File: config.mk
export PLATFORM = sky130hd
export DESIGN_NAME = minv_word_fifo
export DESIGN_NICKNAME = d
export VERILOG_FILES = /design/src/rtl/minv_pkg.sv /design/src/rtl/minv_word_fifo.sv
export SDC_FILE = /design/constraint.sdc
export NUM_CORES = 1
export LEC_CHECK = 0
export BUFFER_PORTS_ARGS = -buffer_cell sky130_fd_sc_hd__clkbuf_2
export CAP_MARGIN = 20
export CORE_MARGIN = 2
export CORE_UTILIZATION = 52
export DETAILED_ROUTE_END_ITERATION = 16
export PLACE_DENSITY = 0.75
export SYNTH_ARGS = -nofsm -noshare
export SYNTH_HDL_FRONTEND = slang
export SYNTH_SLANG_ARGS = --single-unit
export TNS_END_PERCENT = 30
File: constraint.sdc
create_clock -name clk -period 2.15 [get_ports clk]
set_input_delay 0 -clock clk [delete_from_list [all_inputs] [get_ports clk]]
set_output_delay 0 -clock clk [all_outputs]
set_load 0.1 [all_outputs]
File: src/rtl/minv_pkg.sv
// Shared types and constants for the modular-inverse host sequencer.
package minv_pkg;
   localparam int W     = 16;
   localparam int WORDS = 16;
   localparam int CW    = $clog2(WORDS);

   localparam logic [1:0] LD_U  = 2'd0;
   localparam logic [1:0] LD_VP = 2'd1;

   typedef enum logic [2:0] {
      IDLE, LOAD_U, LOAD_P, INIT, START, WAIT, DRAIN
   } state_t;
endpackage

File: src/rtl/minv_word_fifo.sv
// Two-entry result FIFO carrying {err, last, data} with valid/ready on both sides.
module minv_word_fifo
   import minv_pkg::*;
#(
   parameter int DW = W + 2
) (
   input  logic          clk,
   input  logic          rst_n,
   input  logic          push_valid,
   output logic          push_ready,
   input  logic [DW-1:0] push_data,
   output logic          pop_valid,
   input  logic          pop_ready,
   output logic [DW-1:0] pop_data,
   output logic [1:0]    count
);
   logic [DW-1:0] mem [2];
   logic          wr_ptr, rd_ptr;
   logic          push, pop;

   assign push_ready = (count != 2'd2);
   assign pop_valid  = (count != 2'd0);
   assign push       = push_valid & push_ready;
   assign pop        = pop_valid & pop_ready;
   assign pop_data   = mem[rd_ptr];

   always_ff @(posedge clk or negedge rst_n) begin
      if (!rst_n) begin
         mem[0] <= '0;
         mem[1] <= '0;
         wr_ptr <= 1'b0;
         rd_ptr <= 1'b0;
         count  <= 2'd0;
      end else begin
         if (push) begin
            mem[wr_ptr] <= push_data;
            wr_ptr      <= ~wr_ptr;
         end
         if (pop) rd_ptr <= ~rd_ptr;
         count <= count + {1'b0, push} - {1'b0, pop};
      end
   end
endmodule

==> reports/results.ini, run 1 <==
[run_status]
status=finished, final reports clean

[worst_setup_path]
r2r_cells=4
crit_family=buffers and inverters
crit_path_max_incr_delay_ns=0.37
ff2ff_setup_slack_ns=0.54
cp_max_fo=10
arrival_ns=1.63
crit_path_cell_trace=buf_4 -> mux2_2 -> clkbuf_2
critPathRequiredTime_ns=2.15
cp-start-kind=flop
crit_buf_inv=2
crit_type=flop to output pin
timing.rr.start=count[1]
crit_path_end_kind=output pin
timing.rr.end=mem[5]
cp_slowest_cell=clkbuf_2

[die]
die_w_um=63.29
die_y_um=63.29
die_area_um2=4006
initial_core_util_pct=54.35
io_pins=44
num_rows=21
coreArea_um2=3363

[synthesis]
synth_fp_nets=141
synth_edf_count=0
synth_commonest_cells=45 x mux2_2, 40 x dfrtp_1, 9 x mux2_4
synth-seq-area-share_pct=54.76
synth_area_leaders=dfrtp_1 55%, mux2_2 28%, mux2_4 7.4%
yosys.area.top_type=dfrtp_1
ys.flop_type=dfrtp_1
synth_top_cell_area_share_pct=54.76
yosysWarningCount=0
synth_area_per_cell_um2=15.49
async_flop_share_pct=100.0
synth.cell_area_um2=1828
ys_ff_latch=40
post-synth-top-count-cell=mux2_2
syn-instance-count=118
synthDistinctLibCells=23

[routing]
firstDrtPassIters=4
drt_wl_total_um=3508
wl_per_cell_um=14.86
drc_errors=0
ant_nets=0
initialDrtViolationCount=54
vias=1172
viasPerCell=4.966

[cts]
post-cts-setup-buffers=0
cts_tree=built
holdBufCountCts=20
clkTransAtPathRegs_ns=0.11
root_buffer=clkbuf_4
clk_path_buf_depth=2
cts_resized=0
cts_htree_levels=2
clock_sinks=40
numCtsBuffers=5
insertion_delay_ns=0.34

[place]
io_buffers=43
dpl.hpwl_um=2345
gp_congestion=0.6827
dp_slack_ns=0.5457
dpl_cell_area_um2=2148

[cells_and_area]
area_delta_synth_final_pct=33.68
n_antenna_cell=0
design_area_um2=2444
final_nets=213
drive_gt1_share_pct=62.11

[sta]
max_slew.worst_pin.slew_ns=0.5490
final.setup.worst_slack_ns=0.5237
fmax_mhz=614.9
hold_violations=0
period_needed_ns=1.626
slew_viol_final=0
relSlewSlack_pct=63.56
setup_viol=0
rsz0062_at_grt=false
finalCritPeriodShare_pct=75.64
fin_skew_ns=0.006684

[worst_hold_path]
hold_start=push_valid
min_to=wr_ptr
hold_path_class=primary input to flop
worstHoldPathCells=4

[global_route]
grtUsageMet2_pct=33.24
grt_usage_pct=20.49
grt_pass1_wl_um=6168
met3_usage_pct=6.964
use_met1_pct=25.95
overflow=0
grt_pass1_vias=1281
grt_max_degree=41
busiest_layer=met2
grt_antenna_before_repair=0

[flow_run]
drv_cap=0

[cell families (layout without fill, tap and decap cells)]
group                      after synthesis  after routing  share of synthesized area, %
AOI/OAI and AO/OA                        5              5                         1.985
adders and majority gates                1              1                        0.6844
and+or+nand+nor                         10             10                         4.107
muxes                                   54             54                         35.11
DFF                                     40             40                         54.76
buffers and inverters                    6             78                         2.395
xor gates and xnor gates                 2              2                        0.9584
[routing by layer]
layer  vias to the layer above  share of wire [%]  routed length [µm]
li1                        560                  -                   -
met1                       573                 44                1527
met2                        33                 51                1772
met3                         6                4.7                 166
met4                         0                1.2                  41
met5                         -                  0                   0
[cell usage in the layout (no fill, tap or decap), drive strengths merged, types with 2 or more instances in the layout]
| cell | instances |
|---|---|
| xnor2 | 2 |
| dlygate4sd3 | 21 |
| dfrtp | 40 |
| nor2 | 2 |
| clkbuf | 50 |
| o21ai | 2 |
| buf | 5 |
| nand3 | 2 |
| nor2b | 2 |
| mux2 | 54 |
[worst max-delay path by stage]
stage / endpoint / slack (ns) / start / cells past startpoint
final: pop_data[10] / 0.52 / rd_ptr / 3
after global routing: pop_data[17] / 0.43 / rd_ptr / 3
after CTS: pop_data[10] / 0.51 / rd_ptr / 3
after detailed placement: mem[3] / 0.55 / count[1] / 4
after global placement: mem[2] / 0.60 / count[1] / 4
after floorplan: mem[10] / -0.13 / count[1] / 5
[flip-flops by register name (all words and copies together), names as in the netlist]
register	flops
count	2
mem	36
wr_ptr	1
rd_ptr	1
[worst register-to-register path, delay by kind of cell, from the launching register on]
kind	cells	cell delay, ns
buffers and inverters	1	0.14
flip-flops	1	0.46
AND/OR/NAND/NOR	2	0.52
multiplexers	1	0.39
[through the flow]
step	setup TNS, ns	hold WS (ns)	utilization [%]	instances
final	0	0.1060	72.66	236
after global routing	0	0.09668	72.66	236
after CTS	0	0.09059	71.76	234
after detailed placement	0	0.2007	63.88	207
after global placement	0	0.1853	63.88	207
after floorplan	-1.252	-0.2956	-	118
[layout make-up]
class                           instances  area [µm²]
Timing Repair Buffer                   69       475.5
Clock buffer                            7       65.06
Inverter                                2       11.26
Multi-Input combinational cell         72       828.3
Sequential cell                        40        1006
Fill cell                             252       919.6
Tap cell                               46       57.56
Power of run 1 is left out: the tool's default activity adds up to more than one toggle a clock period on the data nets, which glitch-free logic cannot reach.
==> inputs of run 2 (changes only) <==
ABC_AREA = 1   (was not set)
CORE_UTILIZATION = 48   (was 52)
PLACE_DENSITY = 0.72   (was 0.75)
clock period = 1.4 ns   (was 2.15 ns; I/O delays follow)
==> reports/results.ini, run 2 <==
[cts]
cts_htree_levels=2  ; unchanged
clkTransAtPathRegs_ns=0.07  ; was 0.11 ns
insertion_delay_ns=0.29  ; was 0.34 ns
clk_path_buf_depth=2  ; unchanged
cts_tree=built  ; unchanged
numCtsBuffers=5  ; unchanged
clock_sinks=40  ; unchanged
root_buffer=clkbuf_8  ; was clkbuf_4

[cells_and_area]
drive_gt1_share_pct=25.56  ; was 62.11%
multiInputGateArea_um2=869.6  ; was 828.3 µm²
final_nets=335  ; was 213
final_cell_mix=131 x nand2_1, 38 x dfrtp_1, 36 x nand4_1, 24 x clkbuf_2, 21 x buf_12  ; was 43 x clkbuf_2, 38 x dfrtp_1, 35 x mux2_2, 21 x dlygate4sd3_1, 19 x mux2_4
regArea_um2=1008  ; was 1006 µm²
fill_cells=307  ; was 252
n_antenna_cell=0  ; unchanged
top_register=mem  ; unchanged
largest_register_ffs=36  ; unchanged
reg.largest.list=mem (36), count (2)  ; unchanged
area_delta_synth_final_pct=45.74  ; was 33.68%
design_area_um2=2887  ; was 2444 µm²
mostFrequentLayoutCell=nand2_1  ; was clkbuf_2

[worst_setup_path]
cp_max_fo=4  ; was 10
crit_path_cell_trace=nor2_4 -> nor2_2 -> nand2_2 -> nand2_2 -> ha_4 -> inv_2 -> nand2_2 -> nand2_2 -> inv_1 -> nand2_1 -> nand2_1  ; was buf_4 -> mux2_2 -> clkbuf_2
cp_slowest_cell=dfrtp_4  ; was clkbuf_2
timing.rr.start=count[0]  ; was count[1]
arrival_ns=1.61  ; was 1.63 ns
crit_path_end_kind=flop  ; was output pin
crit_path_max_incr_delay_ns=0.52  ; was 0.37 ns
critical_path.startpoint=count[0]  ; was rd_ptr
path_common_cell=nand2_2
crit_type=flop to flop  ; was flop to output pin
critPathRequiredTime_ns=1.58  ; was 2.15 ns
cp-start-kind=flop  ; unchanged

[die]
num_rows=23  ; was 21
die_w_um=68.24  ; was 63.29 µm
die_y_um=68.24  ; was 63.29 µm
coreArea_um2=3971  ; was 3363 µm²
initial_core_util_pct=49.87  ; was 54.35%
die_area_um2=4656  ; was 4006 µm²
io_pins=44  ; unchanged

[synthesis]
yosys.area.top_type=dfrtp_1  ; unchanged
synth.cell_area_um2=1981  ; was 1828 µm²
synth_fp_nets=269  ; was 141
synth-seq-area-share_pct=50.54  ; was 54.76%
async_flop_share_pct=100.0  ; unchanged
ys.flop_type=dfrtp_1  ; unchanged
synthDistinctLibCells=16  ; was 23
post-synth-top-count-cell=nand2_1  ; was mux2_2
yosysWarningCount=0  ; unchanged
ys_ff_latch=40  ; unchanged
synth_top_cell_area_share_pct=50.54  ; was 54.76%
synth_edf_count=0  ; unchanged
synth_area_leaders=dfrtp_1 51%, nand2_1 26%, nand4_1 11%  ; was dfrtp_1 55%, mux2_2 28%, mux2_4 7.4%
syn-instance-count=246  ; was 118
synth_commonest_cells=135 x nand2_1, 40 x dfrtp_1, 36 x nand4_1  ; was 45 x mux2_2, 40 x dfrtp_1, 9 x mux2_4
synth_area_per_cell_um2=8.051  ; was 15.49 µm²

[routing]
drt_wl_total_um=4729  ; was 3508 µm
viasPerCell=5.234  ; was 4.966
ant_nets=0  ; unchanged
initialDrtViolationCount=175  ; was 54
vias=1900  ; was 1172
drc_errors=0  ; unchanged
firstDrtPassIters=4  ; unchanged
wl_per_cell_um=13.03  ; was 14.86 µm

[worst_hold_path]
hold_start=pop_ready  ; was push_valid
hold_path_class=primary input to flop  ; unchanged

[run_status]
status=complete, but fails checks  ; was finished, final reports clean
violations=setup timing

[place]
dpl.hpwl_um=3001  ; was 2345 µm
gp_congestion=0.8117  ; was 0.6827
io_buffers=43  ; unchanged
dpl_cell_area_um2=2527  ; was 2148 µm²

[flow_run]
drv_cap=0  ; unchanged

[global_route]
grt_max_degree=29  ; was 41
overflow=0  ; unchanged
grt_antenna_before_repair=0  ; unchanged
grt_usage_pct=23.36  ; was 20.49%
grt_pass1_vias=1913  ; was 1281
grt_pass1_wl_um=8079  ; was 6168 µm

[sta]
final.setup.worst_slack_ns=-0.02575  ; was 0.5237 ns
slew_viol_final=0  ; unchanged
period_needed_ns=1.426
rsz0062_at_grt=true  ; was false
fmax_mhz=701.4
finalCritPeriodShare_pct=101.8
relSlewSlack_pct=63.07  ; was 63.56%
max_slew.worst_pin.slew_ns=0.5540  ; was 0.5490 ns
hold_violations=0  ; unchanged
fin_skew_ns=0.003601  ; was 0.006684 ns
setup_viol=2  ; was 0

==> run 2: worst max-delay path: cells and delay by family, from the launching register on <==
family	cells	cell delay [ns]
adder cells (fa/ha/maj)	1	0.16
buffers and inverters	2	0.09
flip-flops	1	0.52
AND/OR/NAND/NOR	8	0.55
==> run 2: path summary, 6_finish.rpt <==
kind	slack, ns	endpoint	depth (start not counted)
setup / recovery	-0.03	count[1]	11
hold / removal	0.06	rd_ptr	4
setup reg to reg	-0.03	count[1]	11
hold reg to reg	0.47	mem[20]	2
max in group asynchronous	0.62	mem[29]	3
min in group asynchronous	0.23	count[0]	2
==> run 2: per-layer routing <==
layer	part of all wire, %	global-route usage, %
met5	0	0
met4	2.2	8.500
met3	4.4	5.099
met2	52	43.08
met1	41	26.24
==> run 2: metrics by stage <==
| stage | worst slack (ns) | setup TNS [ns] | instances | utilization (%) | hold slack (ns) |
|---|---|---|---|---|---|
| 2_1_floorplan | -0.2447 | -3.237 | 246 | - | -0.2956 |
| 3_3_place_gp | 0.03157 | 0 | 333 | 63.64 | 0.004630 |
| 3_5_place_dp | -0.05145 | -0.05145 | 333 | 63.64 | 0.006550 |
| 4_1_cts | -0.03200 | -0.03200 | 361 | 71.36 | 0.06748 |
| 5_1_grt | -0.1105 | -0.1643 | 363 | 72.68 | 0.07044 |
| 6_report | -0.02575 | -0.02820 | 363 | 72.68 | 0.05812 |
==> run 2: cells by family (layout without fill, tap and decap cells) <==
group / Yosys count / count (layout) / synth area share [%]
adders and majority gates: 1 / 1 / 0.6316
xor gates and xnor gates: 1 / 1 / 0.4423
buffers and inverters: 24 / 91 / 7.643
and+or+nand+nor: 179 / 179 / 40.49
AOI/OAI and AO/OA: 1 / 1 / 0.2524
DFF: 40 / 40 / 50.54
==> run 2: layout make-up <==
cell class | count | area share (%)
Clock buffer | 8 | 3.121
Timing Repair Buffer | 75 | 28.44
Multi-Input combinational cell | 182 | 30.13
Inverter | 8 | 1.214
Sequential cell | 40 | 34.94
Tap cell | 50 | 2.167
==> run 2: repair_timing <==
item,4_1_cts,5_1_grt
gates resized for setup,5,12
pin swaps,0,7
setup endpoints to repair,2,21
hold buffers,19,0
cloned,0,0
hold endpoints to repair,56,0
setup buffers,1,2
Power of run 2 is left out for the same reason.
